`config.mk`:
```
export PLATFORM = sky130hd
export DESIGN_NAME = fft16_input_reorder
export DESIGN_NICKNAME = d
export VERILOG_FILES = /design/src/rtl/fft_pkg.sv /design/src/rtl/fft_sample_ram.sv /design/src/rtl/fft16_input_reorder.sv
export SDC_FILE = /design/constraint.sdc
export NUM_CORES = 1
export LEC_CHECK = 0
export ABC_AREA = 1
export ABC_CLOCK_PERIOD_IN_PS = 3100
export BUFFER_PORTS_ARGS = -buffer_cell sky130_fd_sc_hd__buf_2
export CORE_MARGIN = 3
export CORE_UTILIZATION = 35
export CTS_BUF_LIST = sky130_fd_sc_hd__clkbuf_8
export CTS_CLUSTER_SIZE = 20
export DETAILED_ROUTE_END_ITERATION = 16
export PLACE_DENSITY = 0.6
export SYNTH_ARGS = -nofsm -noshare
export SYNTH_HDL_FRONTEND = slang
export SYNTH_SLANG_ARGS = --single-unit
```
`constraint.sdc`:
```
create_clock -name i_clk -period 3.1 [get_ports i_clk]
set_input_delay 0.62 -clock i_clk [delete_from_list [all_inputs] [get_ports i_clk]]
set_output_delay 0.62 -clock i_clk [all_outputs]
set_load 0.02 [all_outputs]
```
`src/rtl/fft_pkg.sv`:
```
// Shared constants and helpers for the 16-point fixed-point FFT datapath.
package fft_pkg;

  localparam int unsigned POINTS      = 16;
  localparam int unsigned LOG2P       = 4;
  localparam int unsigned N_DEF       = 16;
  localparam int unsigned Q_DEF       = 8;
  localparam int unsigned TWIDDLE_ONE = 32'd1 << Q_DEF;

  // Reverse the LOG2P address bits (bitrev(1)=8, bitrev(3)=12).
  function automatic logic [LOG2P-1:0] bitrev(input logic [LOG2P-1:0] a);
    logic [LOG2P-1:0] r;
    r = '0;
    for (int i = 0; i < int'(LOG2P); i++) begin
      r[i] = a[int'(LOG2P) - 1 - i];
    end
    return r;
  endfunction

endpackage

```
`src/rtl/fft_sample_ram.sv`:
```
// Frame buffer: DEPTH x W register file, one synchronous write port and two
// combinational read ports (one per butterfly operand).
module fft_sample_ram
  import fft_pkg::*;
#(
  parameter int unsigned W     = 2 * N_DEF,
  parameter int unsigned DEPTH = POINTS,
  parameter int unsigned AW    = LOG2P
) (
  input  logic          clk,
  input  logic          we,
  input  logic [AW-1:0] waddr,
  input  logic [W-1:0]  wdata,
  input  logic [AW-1:0] raddr0,
  input  logic [AW-1:0] raddr1,
  output logic [W-1:0]  rdata0_c,
  output logic [W-1:0]  rdata1_c
);

  logic [W-1:0] mem [DEPTH];

  always_ff @(posedge clk) begin
    if (we) begin
      mem[waddr] <= wdata;
    end
  end

  assign rdata0_c = mem[raddr0];
  assign rdata1_c = mem[raddr1];

endmodule

```
`src/rtl/fft16_input_reorder.sv`:
```
// Loads a natural-order frame into a bit-reversed buffer, then drains it as
// eight butterfly operand pairs with the stage-1 twiddle W^0.
module fft16_input_reorder
  import fft_pkg::*;
#(
  parameter int unsigned N = N_DEF,
  parameter int unsigned Q = Q_DEF
) (
  input  logic               i_clk,
  input  logic               i_rst,
  input  logic               i_valid,
  output logic               o_ready,
  input  logic [N-1:0]       i_re,
  input  logic [N-1:0]       i_im,
  output logic               o_valid,
  input  logic               i_ready,
  output logic [N-1:0]       o_in0_re,
  output logic [N-1:0]       o_in0_im,
  output logic [N-1:0]       o_in1_re,
  output logic [N-1:0]       o_in1_im,
  output logic [N-1:0]       o_twiddle_re,
  output logic [N-1:0]       o_twiddle_im,
  output logic [LOG2P-2:0]   o_pair_idx,
  output logic               o_last
);

  localparam int unsigned PW    = LOG2P - 1;
  localparam int unsigned DW    = 2 * N;
  localparam logic [N-1:0] TW_RE = N'(32'd1 << Q);

  localparam logic [0:0] S_LOAD  = 1'b0;
  localparam logic [0:0] S_DRAIN = 1'b1;

  logic [0:0]       state, state_n;
  logic [LOG2P-1:0] wr_cnt, wr_cnt_n;
  logic [PW-1:0]    rd_cnt, rd_cnt_n;
  logic             wr_en_q, wr_en_n;
  logic [LOG2P-1:0] wr_addr_q, wr_addr_n;
  logic [DW-1:0]    wr_data_q, wr_data_n;
  logic             ready_n, valid_n, last_n;
  logic [PW-1:0]    idx_n;
  logic [DW-1:0]    in0_n, in1_n;
  logic [N-1:0]     tw_n;
  logic [DW-1:0]    rd0_c, rd1_c;

  fft_sample_ram #(.W(DW), .DEPTH(POINTS), .AW(LOG2P)) u_ram (
    .clk      (i_clk),
    .we       (wr_en_q),
    .waddr    (wr_addr_q),
    .wdata    (wr_data_q),
    .raddr0   ({rd_cnt, 1'b0}),
    .raddr1   ({rd_cnt, 1'b1}),
    .rdata0_c (rd0_c),
    .rdata1_c (rd1_c)
  );

  // Next-state and next-output logic; the write is staged one cycle, so the
  // drain waits until the last sample has landed in the buffer.
  always_comb begin
    state_n   = state;
    wr_cnt_n  = wr_cnt;
    rd_cnt_n  = rd_cnt;
    wr_en_n   = 1'b0;
    wr_addr_n = wr_addr_q;
    wr_data_n = wr_data_q;
    valid_n   = o_valid;
    last_n    = o_last;
    idx_n     = o_pair_idx;
    in0_n     = {o_in0_re, o_in0_im};
    in1_n     = {o_in1_re, o_in1_im};
    tw_n      = o_twiddle_re;

    unique case (state)
      S_LOAD: begin
        if (i_valid && o_ready) begin
          wr_en_n   = 1'b1;
          wr_addr_n = bitrev(wr_cnt);
          wr_data_n = {i_re, i_im};
          wr_cnt_n  = wr_cnt + LOG2P'(1);
          if (wr_cnt == LOG2P'(POINTS - 1)) begin
            state_n = S_DRAIN;
          end
        end
      end
      S_DRAIN: begin
        if (o_valid && i_ready && o_last) begin
          valid_n  = 1'b0;
          last_n   = 1'b0;
          tw_n     = '0;
          rd_cnt_n = '0;
          state_n  = S_LOAD;
        end else if ((!o_valid || i_ready) && !wr_en_q) begin
          in0_n    = rd0_c;
          in1_n    = rd1_c;
          idx_n    = rd_cnt;
          last_n   = (rd_cnt == PW'(POINTS / 2 - 1));
          valid_n  = 1'b1;
          tw_n     = TW_RE;
          rd_cnt_n = rd_cnt + PW'(1);
        end
      end
      default: state_n = S_LOAD;
    endcase

    ready_n = (state_n == S_LOAD);
  end

  always_ff @(posedge i_clk) begin
    if (i_rst) begin
      state        <= S_LOAD;
      wr_cnt       <= '0;
      rd_cnt       <= '0;
      wr_en_q      <= 1'b0;
      wr_addr_q    <= '0;
      wr_data_q    <= '0;
      o_ready      <= 1'b1;
      o_valid      <= 1'b0;
      o_last       <= 1'b0;
      o_pair_idx   <= '0;
      o_in0_re     <= '0;
      o_in0_im     <= '0;
      o_in1_re     <= '0;
      o_in1_im     <= '0;
      o_twiddle_re <= '0;
    end else begin
      state        <= state_n;
      wr_cnt       <= wr_cnt_n;
      rd_cnt       <= rd_cnt_n;
      wr_en_q      <= wr_en_n;
      wr_addr_q    <= wr_addr_n;
      wr_data_q    <= wr_data_n;
      o_ready      <= ready_n;
      o_valid      <= valid_n;
      o_last       <= last_n;
      o_pair_idx   <= idx_n;
      {o_in0_re, o_in0_im} <= in0_n;
      {o_in1_re, o_in1_im} <= in1_n;
      o_twiddle_re <= tw_n;
    end
  end

  assign o_twiddle_im = '0;

endmodule

```
**Yosys cells after proc, flatten, opt, wreduce, memory -nomap -nowiden**

Memories as Yosys holds them, arrays and structs flattened. A register that Yosys moved wholly into a read port is not among the register bits.
Index checks and enable logic that the tools add are counted.

- Register bits after elaboration: 67
- Bits in writable memories: 512
- Input bits: 36
- Output and inout bits: 102
- Logic and storage cells: 46
- Memories: 1

Memory list:

| memory | depth | bits a word | rd ports | clocked after Yosys merged registers in | wr ports | line | text |
|---|---|---|---|---|---|---|---|
| u_ram.mem | 16 | 32 | 2 | 2 | 1 | fft_sample_ram.sv:20 | `logic [W-1:0] mem [DEPTH];` |

- Add/sub/neg operators: 2
- Equality and inequality tests: 2
- Muxes and demuxes: 15
- Bitwise gates (word level): 3
- Reduce and logical (&&, ||, !) cells: 12

Operators by type and width:

| cell | count |
|---|---|
| 16-bit 2-to-1 mux | 2 |
| 1-bit 2-to-1 mux | 10 |
| 3-bit 2-to-1 mux | 2 |
| 4-bit by 1-bit adder with 4-bit output, second input constant | 1 |
| 4-bit == test, second input constant | 1 |
| 1-bit logical AND | 4 |
| 2-bit AND reduction | 2 |
| 3-bit by 1-bit adder with 3-bit output, second input constant | 1 |
| 3-bit == test, second input constant | 1 |
| 1-bit inverter | 3 |
| 3-bit AND reduction | 1 |
| 1-bit zero test | 2 |
| 1-bit one-hot mux with 2 select lines | 1 |
| 2-bit nonzero test | 1 |
| 2-bit OR reduction | 1 |
| 1-bit logical OR | 1 |

**Longest topological paths before layout**

- Depth after elaboration: 5
- Mapped depth: 9

**Modules after synthesis**

From an unflattened synthesis, not the netlist that was laid out.

- Cells, all modules: 3,794
- Area, all modules: 31,662.9 um2

By module, submodules not included:

| module | instances | cells each | area an instance (um2) | sequential area each (um2) |
|---|---|---|---|---|
| fft_sample_ram | 1 | 3,253 | 27,396.3 | 15,374.7 |
| fft16_input_reorder | 1 | 541 | 4,266.6 | 2,302.2 |

**Least setup slack after synthesis**

Ideal clock, no wire load.

- Kind: register -> register
- From: register wr_en_q
- To: memory u_ram.mem[11][0] in the netlist's numbering (enable)
- Library setup time: 421 ps
- Arrival: 1,875 ps
- Slack: 804 ps
- Cell stages (with the launch flop): 3
- Clock period less this slack: 2,296 ps
- Path through: dfxtp_1 nand3_1 nor2_1

- Cells in the longest elaborated chain, start to end: 2

RTL lines:

| what | line | text |
|---|---|---|
| start: declaration | fft16_input_reorder.sv:37 | `logic wr_en_q, wr_en_n;` |
| start signal: assignment | fft16_input_reorder.sv:129 | `wr_en_q <= wr_en_n;` |
| 1-bit 2-to-1 mux | fft_sample_ram.sv:23 | `if (we) begin` |
| 1-bit 2-to-1 mux (implied by the code) | fft_sample_ram.sv:24 | `mem[waddr] <= wdata;` |
| end: declaration | fft_sample_ram.sv:20 |  |

No other way between the ends.

==> flow_summary.json <==
{
  "timing.fmax_mhz": 458,
  "seq_power_share_pct": 56.9,
  "critPathSlowestCell": "buf_12",
  "placed_area_um2": 27700,
  "critPathArrivalTime_ps": 2740,
  "fin_cells": 3745,
  "vias": 17200,
  "final_antenna_net_count": 0,
  "rows": 99,
  "reg2reg_depth": 6,
  "postCtsHoldBufs": 0,
  "wl_um": 65100,
  "clockPowerShare_pct": 41.4,
  "cts_tree": "yes",
  "dp_cells": 3553,
  "grt_pass1_wl_um": 99700,
  "place_ws_ps": 977,
  "start_util_pct": 35.6,
  "synthesis.instances": 2585,
  "first_global_vias": 16500,
  "synth_ff_type": "edfxtp_1",
  "fin_crit_ps": 2180,
  "grt_usage_pct": 16.6,
  "finalClockSkew_ps": 35.7,
  "synth_top_area_share_pct": 58.8,
  "dp_hpwl_um": 34900,
  "total_power_mw": 16.4,
  "hold_depth": 3,
  "synth_async_sr_flop_share_pct": 0,
  "mostFrequentLayoutCells": "nand2_1, inv_1, edfxtp_1",
  "period_share_pct": 70.5,
  "portBuffers": 106,
  "hold_viol_final": 0,
  "finalSetupViolations": 0,
  "worstSetupPathType": "reg -> reg",
  "firstDrtPassIters": 5,
  "hp-class": "in -> reg",
  "die_area_um2": 78100,
  "r2r_end": "o_in1_re[4]$_SDFFE_PP0P_",
  "ys_seq_elements": 627,
  "yosysUniqueCellTypes": 25,
  "gr-total-overflow": 0,
  "nets": 2736,
  "io_pins": 138,
  "viasPerCell": 4.60,
  "core_area_um2": 73500,
  "cp.required_ps": 3660,
  "status": "complete, no violations",
  "antenna_found_initial": 0,
  "peakVddDrop_mv": 0.276,
  "gp_congestion": 0.726,
  "drt_iter0_markers": 1363,
  "cp_cell_sequence": "buf_12 -> nand2_1 -> nand3_1 -> nand3_1 -> nand2_1 -> a21oi_1",
  "die-width_um": 279,
  "holdPathEnd": "wr_data_q[11]$_SDFFE_PP0P_",
  "slowest_delay_ps": 680,
  "worst_pin_slew_ps": 967,
  "fp.dieH_um": 279,
  "worstHoldStart": "i_im[11]",
  "cts_max_level": 3,
  "p_leak_nw": 13.0,
  "clkLatencyLatePin_ps": 690,
  "rrSetupSlack_ps": 920,
  "fin_ws_ps": 915,
  "clk_path_buf_depth": 3,
  "timing.hold.ws_ps": 197,
  "numCtsBuffers": 101,
  "combPwrFrac_pct": 1.7,
  "post_drt_wl_per_cell_um": 17.4,
  "yosysSeqAreaShare_pct": 67.5,
  "cts_setup_buffers": 0,
  "synth.area.top_cells": "edfxtp_1, dfxtp_1, nand2_1",
  "syn_area_per_cell_um2": 10.1,
  "layout_commonest_cell": "nand2_1",
  "fin_util_pct": 40.4,
  "area_delta_synth_final_pct": 13.4,
  "startpoint_type": "register",
  "cts_resized": 0,
  "clk_pin_slew_worst_paths_ps": 60,
  "tns_ps": 0,
  "power_switching_share_pct": 22.0,
  "root_buffer": "clkbuf_8",
  "synth-edff-count": 512,
  "design_area_um2": 29700,
  "p_sw_mw": 3.61,
  "max_cap_viol_count": 0,
  "synth_warnings": 0,
  "drc": 0,
  "worstPathMaxFanout": 189,
  "r2r_start": "rd_cnt[0]$_SDFFE_PP0P_",
  "synth_area_um2": 26200,
  "yosysTopAreaCell": "edfxtp_1",
  "power_density_nw_per_um2": 554,
  "crit_path_end_kind": "register",
  "rsz0062_at_grt": "no",
  "cts_num_sinks": 627,
  "grt_max_degree": 190,
  "slew_headroom_pct": 35.6,
  "p_int_mw": 12.8,
  "drv_slew": 0,
  "drive_above_1_share_pct": 11.0
}
worst max-delay path by stage:
stage | slack, ps | from | to | cells past startpoint
floorplan | 800 | wr_en_q$_SDFF_PP0_ | u_ram.mem[11][0]$_DFFE_PP_ | 2
global placement | 980 | rd_cnt[0]$_SDFFE_PP0P_ | o_in1_re[3]$_SDFFE_PP0P_ | 6
detailed placement | 980 | rd_cnt[0]$_SDFFE_PP0P_ | o_in1_re[3]$_SDFFE_PP0P_ | 6
CTS | 980 | rd_cnt[0]$_SDFFE_PP0P_ | o_in0_im[7]$_SDFFE_PP0P_ | 6
global route | 810 | rd_cnt[0]$_SDFFE_PP0P_ | o_in0_re[1]$_SDFFE_PP0P_ | 6
finish | 920 | rd_cnt[0]$_SDFFE_PP0P_ | o_in1_re[4]$_SDFFE_PP0P_ | 6
cells by family (layout without fill, tap and decap cells):
family	after synthesis	in the layout	synth area share, %
compound gates	185	185	3.61
fa+ha+maj	3	3	0.143
buf+inv	694	864	11.3
flops	627	627	67.5
other cells	1	32	0.0143
simple gates	1075	1075	17.4
cell type report:
type | count | area [um^2]
Fill cell | 6982 | 43800
Multi-Input combinational cell | 1294 | 5770
Clock buffer | 118 | 1620
Inverter | 529 | 1990
Tap cell | 959 | 1200
Timing Repair Buffer | 144 | 1050
Sequential cell | 627 | 17700
Antenna cell | 1 | 2.50
Clock inverter | 73 | 337
cell usage after synthesis, drive strengths merged, types with 3 or more instances:
master,number
nand2,596
inv,529
edfxtp,512
nand3,391
buf,141
dfxtp,115
o21ai,104
nor2,87
a21oi,78
clkbuf,24
ha,3
sequential cells by signal (all words and copies together), names as in the netlist, 3 cells and up:
| name | cells |
|---|---|
| wr_data_q | 32 |
| wr_cnt | 4 |
| wr_addr_q | 4 |
| o_in0_im | 16 |
| o_in1_re | 16 |
| u_ram.mem | 512 |
| rd_cnt | 3 |
| o_pair_idx | 3 |
| o_in1_im | 16 |
| o_in0_re | 16 |
routing by layer:
layer  vias up  wire, um  GRT usage (%)
met5         -         0              0
met4         0      1280           4.88
met3        89      4250           3.39
met2       513     29700           26.6
met1      8132     29800           23.0
li1       8479         -              -
power groups by stage:
stage | sequential [mW] | clock (mW) | combinational, mW
final | 9.35 | 6.80 | 0.277
after global routing | 9.37 | 7.36 | 0.313
after CTS | 9.35 | 6.98 | 0.281
after detailed placement | 9.53 | 0 | 0.280
after global placement | 9.53 | 0 | 0.278
after floorplan | 9.46 | 0 | 0.199
worst max-delay path: cells and delay by family (launching register included):
kind            cells  cell delay [ps]
compound gates      1               70
buf+inv             1              680
flops               1              640
simple gates        4              470
Power figures use the tool's default switching activity.
